$ cat config.mk
export PLATFORM = sky130hd
export DESIGN_NAME = cim_bitplane_packer
export DESIGN_NICKNAME = d
export VERILOG_FILES = /design/src/rtl/cim_bitplane_packer.sv
export SDC_FILE = /design/constraint.sdc
export NUM_CORES = 1
export LEC_CHECK = 0
export BUFFER_PORTS_ARGS = -buffer_cell sky130_fd_sc_hd__buf_4
export CAP_MARGIN = 10
export CORE_MARGIN = 4
export CORE_UTILIZATION = 45
export CTS_CLUSTER_DIAMETER = 200
export DETAILED_ROUTE_END_ITERATION = 8
export GPL_TIMING_DRIVEN = 0
export PLACE_DENSITY = 0.69
export SLEW_MARGIN = 20
export SYNTH_ARGS = -nofsm -noshare
export SYNTH_HDL_FRONTEND = slang
export SYNTH_SLANG_ARGS = --single-unit
export TNS_END_PERCENT = 5
$ cat constraint.sdc
create_clock -name clk -period 2.3 [get_ports clk]
set_input_delay 0.115 -clock clk [delete_from_list [all_inputs] [get_ports clk]]
set_output_delay 0.115 -clock clk [all_outputs]
set_load 0.1 [all_outputs]
$ cat src/rtl/cim_bitplane_packer.sv
// Frame buffer that turns pixel beats into MSB-first bit-plane words for the CIM input FIFO.
// Collects NUM_INPUTS pixels, then emits PIXEL_BITS words with bit i = bit p of pixel i.
module cim_bitplane_packer #(
  parameter int unsigned NUM_INPUTS = 64,
  parameter int unsigned PIXEL_BITS = 8,
  parameter int unsigned BEAT_PIX   = 4
) (
  input  logic                           clk,
  input  logic                           rst,
  input  logic                           soft_reset_pulse,
  input  logic                           pix_valid,
  output logic                           pix_ready,
  input  logic [BEAT_PIX*PIXEL_BITS-1:0] pix_data,
  input  logic                           fifo_full,
  output logic                           fifo_push,
  output logic [NUM_INPUTS-1:0]          fifo_wdata,
  output logic                           busy,
  output logic                           frame_done_pulse,
  output logic [7:0]                     frame_count
);

  localparam int unsigned NumBeats = NUM_INPUTS / BEAT_PIX;
  localparam int unsigned BeatW    = (NumBeats > 1) ? $clog2(NumBeats) : 1;
  localparam int unsigned PlaneW   = (PIXEL_BITS > 1) ? $clog2(PIXEL_BITS) : 1;

  localparam logic [0:0] ST_COLLECT = 1'b0;
  localparam logic [0:0] ST_EMIT    = 1'b1;

  localparam logic [BeatW-1:0]  LastBeat = BeatW'(NumBeats - 1);
  localparam logic [PlaneW-1:0] TopPlane = PlaneW'(PIXEL_BITS - 1);

  logic [0:0]                             state_q, state_d;
  logic [BeatW-1:0]                       beat_cnt_q, beat_cnt_d;
  logic [PlaneW-1:0]                      plane_q, plane_d;
  logic [NUM_INPUTS-1:0][PIXEL_BITS-1:0]  pix_buf_q, pix_buf_d;
  logic                                   frame_done_q, frame_done_d;
  logic [7:0]                             frame_count_q, frame_count_d;

  // Outputs are pure functions of state so the FIFO sees a stable word while it is full.
  always_comb begin
    pix_ready  = (state_q == ST_COLLECT);
    fifo_push  = (state_q == ST_EMIT) && !fifo_full;
    busy       = (state_q == ST_EMIT) || (beat_cnt_q != '0);
    fifo_wdata = '0;
    for (int unsigned i = 0; i < NUM_INPUTS; i++) begin
      fifo_wdata[i] = (state_q == ST_EMIT) && pix_buf_q[i][plane_q];
    end
  end

  assign frame_done_pulse = frame_done_q;
  assign frame_count      = frame_count_q;

  always_comb begin
    state_d       = state_q;
    beat_cnt_d    = beat_cnt_q;
    plane_d       = plane_q;
    pix_buf_d     = pix_buf_q;
    frame_done_d  = 1'b0;
    frame_count_d = frame_count_q;

    if (state_q == ST_COLLECT) begin
      if (pix_valid) begin
        for (int unsigned b = 0; b < NumBeats; b++) begin
          if (beat_cnt_q == BeatW'(b)) begin
            for (int unsigned k = 0; k < BEAT_PIX; k++) begin
              pix_buf_d[b*BEAT_PIX + k] = pix_data[k*PIXEL_BITS +: PIXEL_BITS];
            end
          end
        end
        if (beat_cnt_q == LastBeat) begin
          beat_cnt_d = '0;
          plane_d    = TopPlane;
          state_d    = ST_EMIT;
        end else begin
          beat_cnt_d = beat_cnt_q + BeatW'(1);
        end
      end
    end else if (fifo_push) begin
      if (plane_q == '0) begin
        state_d       = ST_COLLECT;
        plane_d       = TopPlane;
        frame_done_d  = 1'b1;
        frame_count_d = frame_count_q + 8'd1;
      end else begin
        plane_d = plane_q - PlaneW'(1);
      end
    end
  end

  always_ff @(posedge clk) begin
    if (rst || soft_reset_pulse) begin
      state_q      <= ST_COLLECT;
      beat_cnt_q   <= '0;
      plane_q      <= TopPlane;
      pix_buf_q    <= '0;
      frame_done_q <= 1'b0;
    end else begin
      state_q      <= state_d;
      beat_cnt_q   <= beat_cnt_d;
      plane_q      <= plane_d;
      pix_buf_q    <= pix_buf_d;
      frame_done_q <= frame_done_d;
    end
  end

  // Soft reset clears the datapath but keeps the completed-frame tally.
  always_ff @(posedge clk) begin
    if (rst) begin
      frame_count_q <= '0;
    end else if (!soft_reset_pulse) begin
      frame_count_q <= frame_count_d;
    end
  end

`ifndef SYNTHESIS
  initial begin
    if (NUM_INPUTS % BEAT_PIX != 0) begin
      $fatal(1, "NUM_INPUTS must be a multiple of BEAT_PIX");
    end
  end

  always @(posedge clk) begin
    if (!rst) begin
      assert (!(fifo_push && fifo_full)) else $error("push while fifo_full");
      assert (int'(plane_q) < int'(PIXEL_BITS)) else $error("plane out of range");
    end
  end
`endif

endmodule

==> reports/results.txt <==
Run status = finished with violations
Failing checks = DRC, setup timing
Setup crit end kind = primary output
Internal = 14.9 mW
Worst skew pair latency = 0.65 ns
WS Path Type = register to primary output
H-Tree Depth = 2
Sequential share of power = 46.4%
Io pins = 113
GRT Total Usage = 34.3%
Post-synth net total = 2858
Die width = 241 um
Met2 routed WL = 44600 um
# Max-Cap Violations = 0
Synth Register Bits = 529
Post-synth EDFFs = 0
Minimum hold slack = 0.0225 ns
Yosys Warn Count = 0
Post-synth cell types = 39
CTS tree = done
First-pass iteration count of the detailed router = 9
Synth Instances = 2813
Final Cycle Share = 116%
DRT met1 WL = 36900 um
Least-Margin Pin Slew = 1.27 ns
Post-DP HPWL = 68400 um
Sw power = 4.93 mW
Chip Height = 241 um
Unrepaired setup endpoints after global routing = yes
DR DRC count = 3
Logic pwr share = 5.3%
Commonest non-fill, non-tap cell in the layout = dfxtp_1
Gr ovfl total = 0
Register area share after synthesis = 43.3%
Final setup violation count = 74
Fin util = 53.7%
Fillers = 4875
Rel. slew slack = 15.4%
Crit path max fanout = 10
Total wire length = 104000 um
Number of global-route vias before repair = 23200
LEAKAGE = 9.52 nW
Maximum VDD drop = 0.689 mV
Worst setup margin = -0.357 ns
Synthesis-to-finish area growth = 18.2%
Worst Skew = 0.0343 ns
Fin. max-slew vios = 0
Die area = 58200 um^2
Hold Path Class = input pin to register
Largest net degree at the start of global routing = 20
Final GP Congestion = 0.986
Critical path's slowest cell = mux4_2
Antenna violations before repair = 1
Crit start category = register
Vias per inst = 6.73
First-pass GRT wire length = 149000 um
Syn Area/Cell = 8.70 um^2
Antenna-violating nets left = 0
Total CTS buffers = 56
Worst path bufs/invs = 4
Critical Path RT = 2.18 ns
Clk sinks = 529
Met3 WL = 14200 um
Critical Path, Cell by Cell = buf_8 -> buf_12 -> buf_16 -> mux4_2 -> mux2i_4 -> nor2_2 -> buf_8
Share of synthesized registers carrying an async set or reset = 0%
Area of the mapped netlist = 24500 um^2
Uppermost layer routed = met5
Cell repeated most along the worst path = buf_8
Vias = 25000
Maximum clock insertion buffer count = 3
Number of diodes = 0
Routed WL per cell = 28.0 um
Share of cells above drive strength 1 = 18.7%
Pwr Density = 685 nW/um^2
Critical Path Max Stage Delay = 0.56 ns
Number of hold violations in the final report = 0
Final net count = 3013
Core region area = 53800 um^2
Fmax = 0.376 GHz
CTS root buf = clkbuf_16
Starting Density = 45.5%
Worst Path Arrival = 2.54 ns
Tmin final = 2.66 ns
Switching share of power = 24.9%
Place WS = -0.805 ns
Clock Pin Slew Worst Setup and Hold Paths = 0.06 ns
Top FF cell, synth = dfxtp_1
IO buf count = 79
Cell row count = 85
DRT iter0 DRCs = 4223
Clock power frac = 48.3%
CP top delay family = multiplexers
Most frequent cells in the layout = 527 x dfxtp_1, 523 x a21oi_1, 515 x nand3_1
==> worst min-delay path, stage by stage <==
cell and delay, ns:
clkbuf_1 0.29, nand3_1 0.16, a21oi_1 0.06
==> sequential cells by signal (all words and copies together), names as in the netlist <==
signal	count
pix_buf_q	512
frame_count	8
beat_cnt_q	4
plane_q	3
frame_done_pulse	1
state_q	1
==> per-layer routing <==
| layer | up-vias | GRT usage [%] |
|---|---|---|
| li1 | 10500 | - |
| met2 | 1973 | 51.3 |
| met1 | 12000 | 43.5 |
| met4 | 2 | 22.5 |
| met5 | - | 0 |
| met3 | 475 | 9.95 |
==> repair_timing <==
action / 4_1_cts / 5_1_grt
hold buffers: 8 / 0
buffers inserted: 1 / 6
endpoints found under the hold margin: 26 / 0
cloned: 2 / 1
gates resized for setup: 159 / 67
endpoints found under the setup margin: 75 / 156
pin swaps: 0 / 1
==> power groups by stage <==
stage | Combinational, mW | Clock (mW) | Sequential (mW)
2_1_floorplan | 0.472 | 0 | 9.40
3_3_place_gp | 0.927 | 0 | 9.40
3_5_place_dp | 0.941 | 0 | 9.40
4_1_cts | 0.958 | 9.50 | 9.20
5_1_grt | 1.03 | 9.90 | 9.20
6_report | 1.04 | 9.58 | 9.20
==> stage by stage <==
step | cell area [um^2] | total power, mW | instances | setup TNS, ns
floorplan | 24500 | 9.87 | 2813 | -11.53
global placement | 25900 | 10.3 | 3588 | -24.99
detailed placement | 26000 | 10.3 | 3589 | -25.87
CTS | 28600 | 19.7 | 3702 | -16.52
global route | 28900 | 20.1 | 3709 | -21.10
finish | 28900 | 19.8 | 3709 | -18.19
==> synthesized netlist by cell type (2+ instances only) <==
cell type / n / area [um^2]
nand2b_1: 5 / 31.3
buf_2: 139 / 696
nand2_1: 6 / 22.5
or3_1: 4 / 25.0
buf_4: 13 / 97.6
o31ai_1: 4 / 30.0
and3b_1: 4 / 35.0
a21oi_1: 523 / 2620
ha_1: 8 / 100
buf_6: 10 / 113
nand3_1: 515 / 2580
nor2b_1: 4 / 25.0
mux4_2: 128 / 2880
o21ai_0: 500 / 2500
o21ai_1: 21 / 105
nor2_1: 68 / 255
dfxtp_1: 529 / 10600
nand3b_1: 6 / 45.0
nor3_1: 2 / 10.0
or4_1: 4 / 30.0
and2_1: 2 / 12.5
clkbuf_1: 192 / 721
a311oi_1: 2 / 17.5
inv_1: 5 / 18.8
buf_1: 42 / 158
mux2i_1: 64 / 641
==> worst paths after layout <==
check | from | endpoint | slack (ns) | cells after the start
worst min register to register | pix_buf_q[334] | pix_buf_q[334] | 0.47 | 2
worst max-delay path | plane_q[0] | fifo_wdata[15] | -0.36 | 7
worst max register to register | beat_cnt_q[0] | pix_buf_q[152] | -0.14 | 7
worst min-delay path | pix_data[1] | pix_buf_q[417] | 0.02 | 3
==> final cells by class <==
type                            instances  area [um^2]  share of cell area [%]
Inverter                                5         18.8                  0.0649
Clock inverter                         22          243                   0.839
Timing Repair Buffer                   98         1120                    3.88
Sequential cell                       529        10600                    36.6
Tap cell                              696          871                    3.01
Clock buffer                           81         1690                    5.83
Multi-Input combinational cell       1882        12300                    42.4
Buffer                                396         2120                    7.33
==> cells by family (layout without fill, tap and decap cells) <==
family	after synthesis	in the layout	share of synthesized area, %
AND/OR/NAND/NOR	627	627	12.8
AO/OA/AOI/OAI	1053	1053	21.6
adder cells (fa/ha/maj)	8	8	0.409
multiplexers	192	192	14.4
flip-flops	529	529	43.3
buffers and inverters	402	602	7.39
XOR/XNOR	2	2	0.0716
Note: power is estimated with default switching activity, not from simulation.
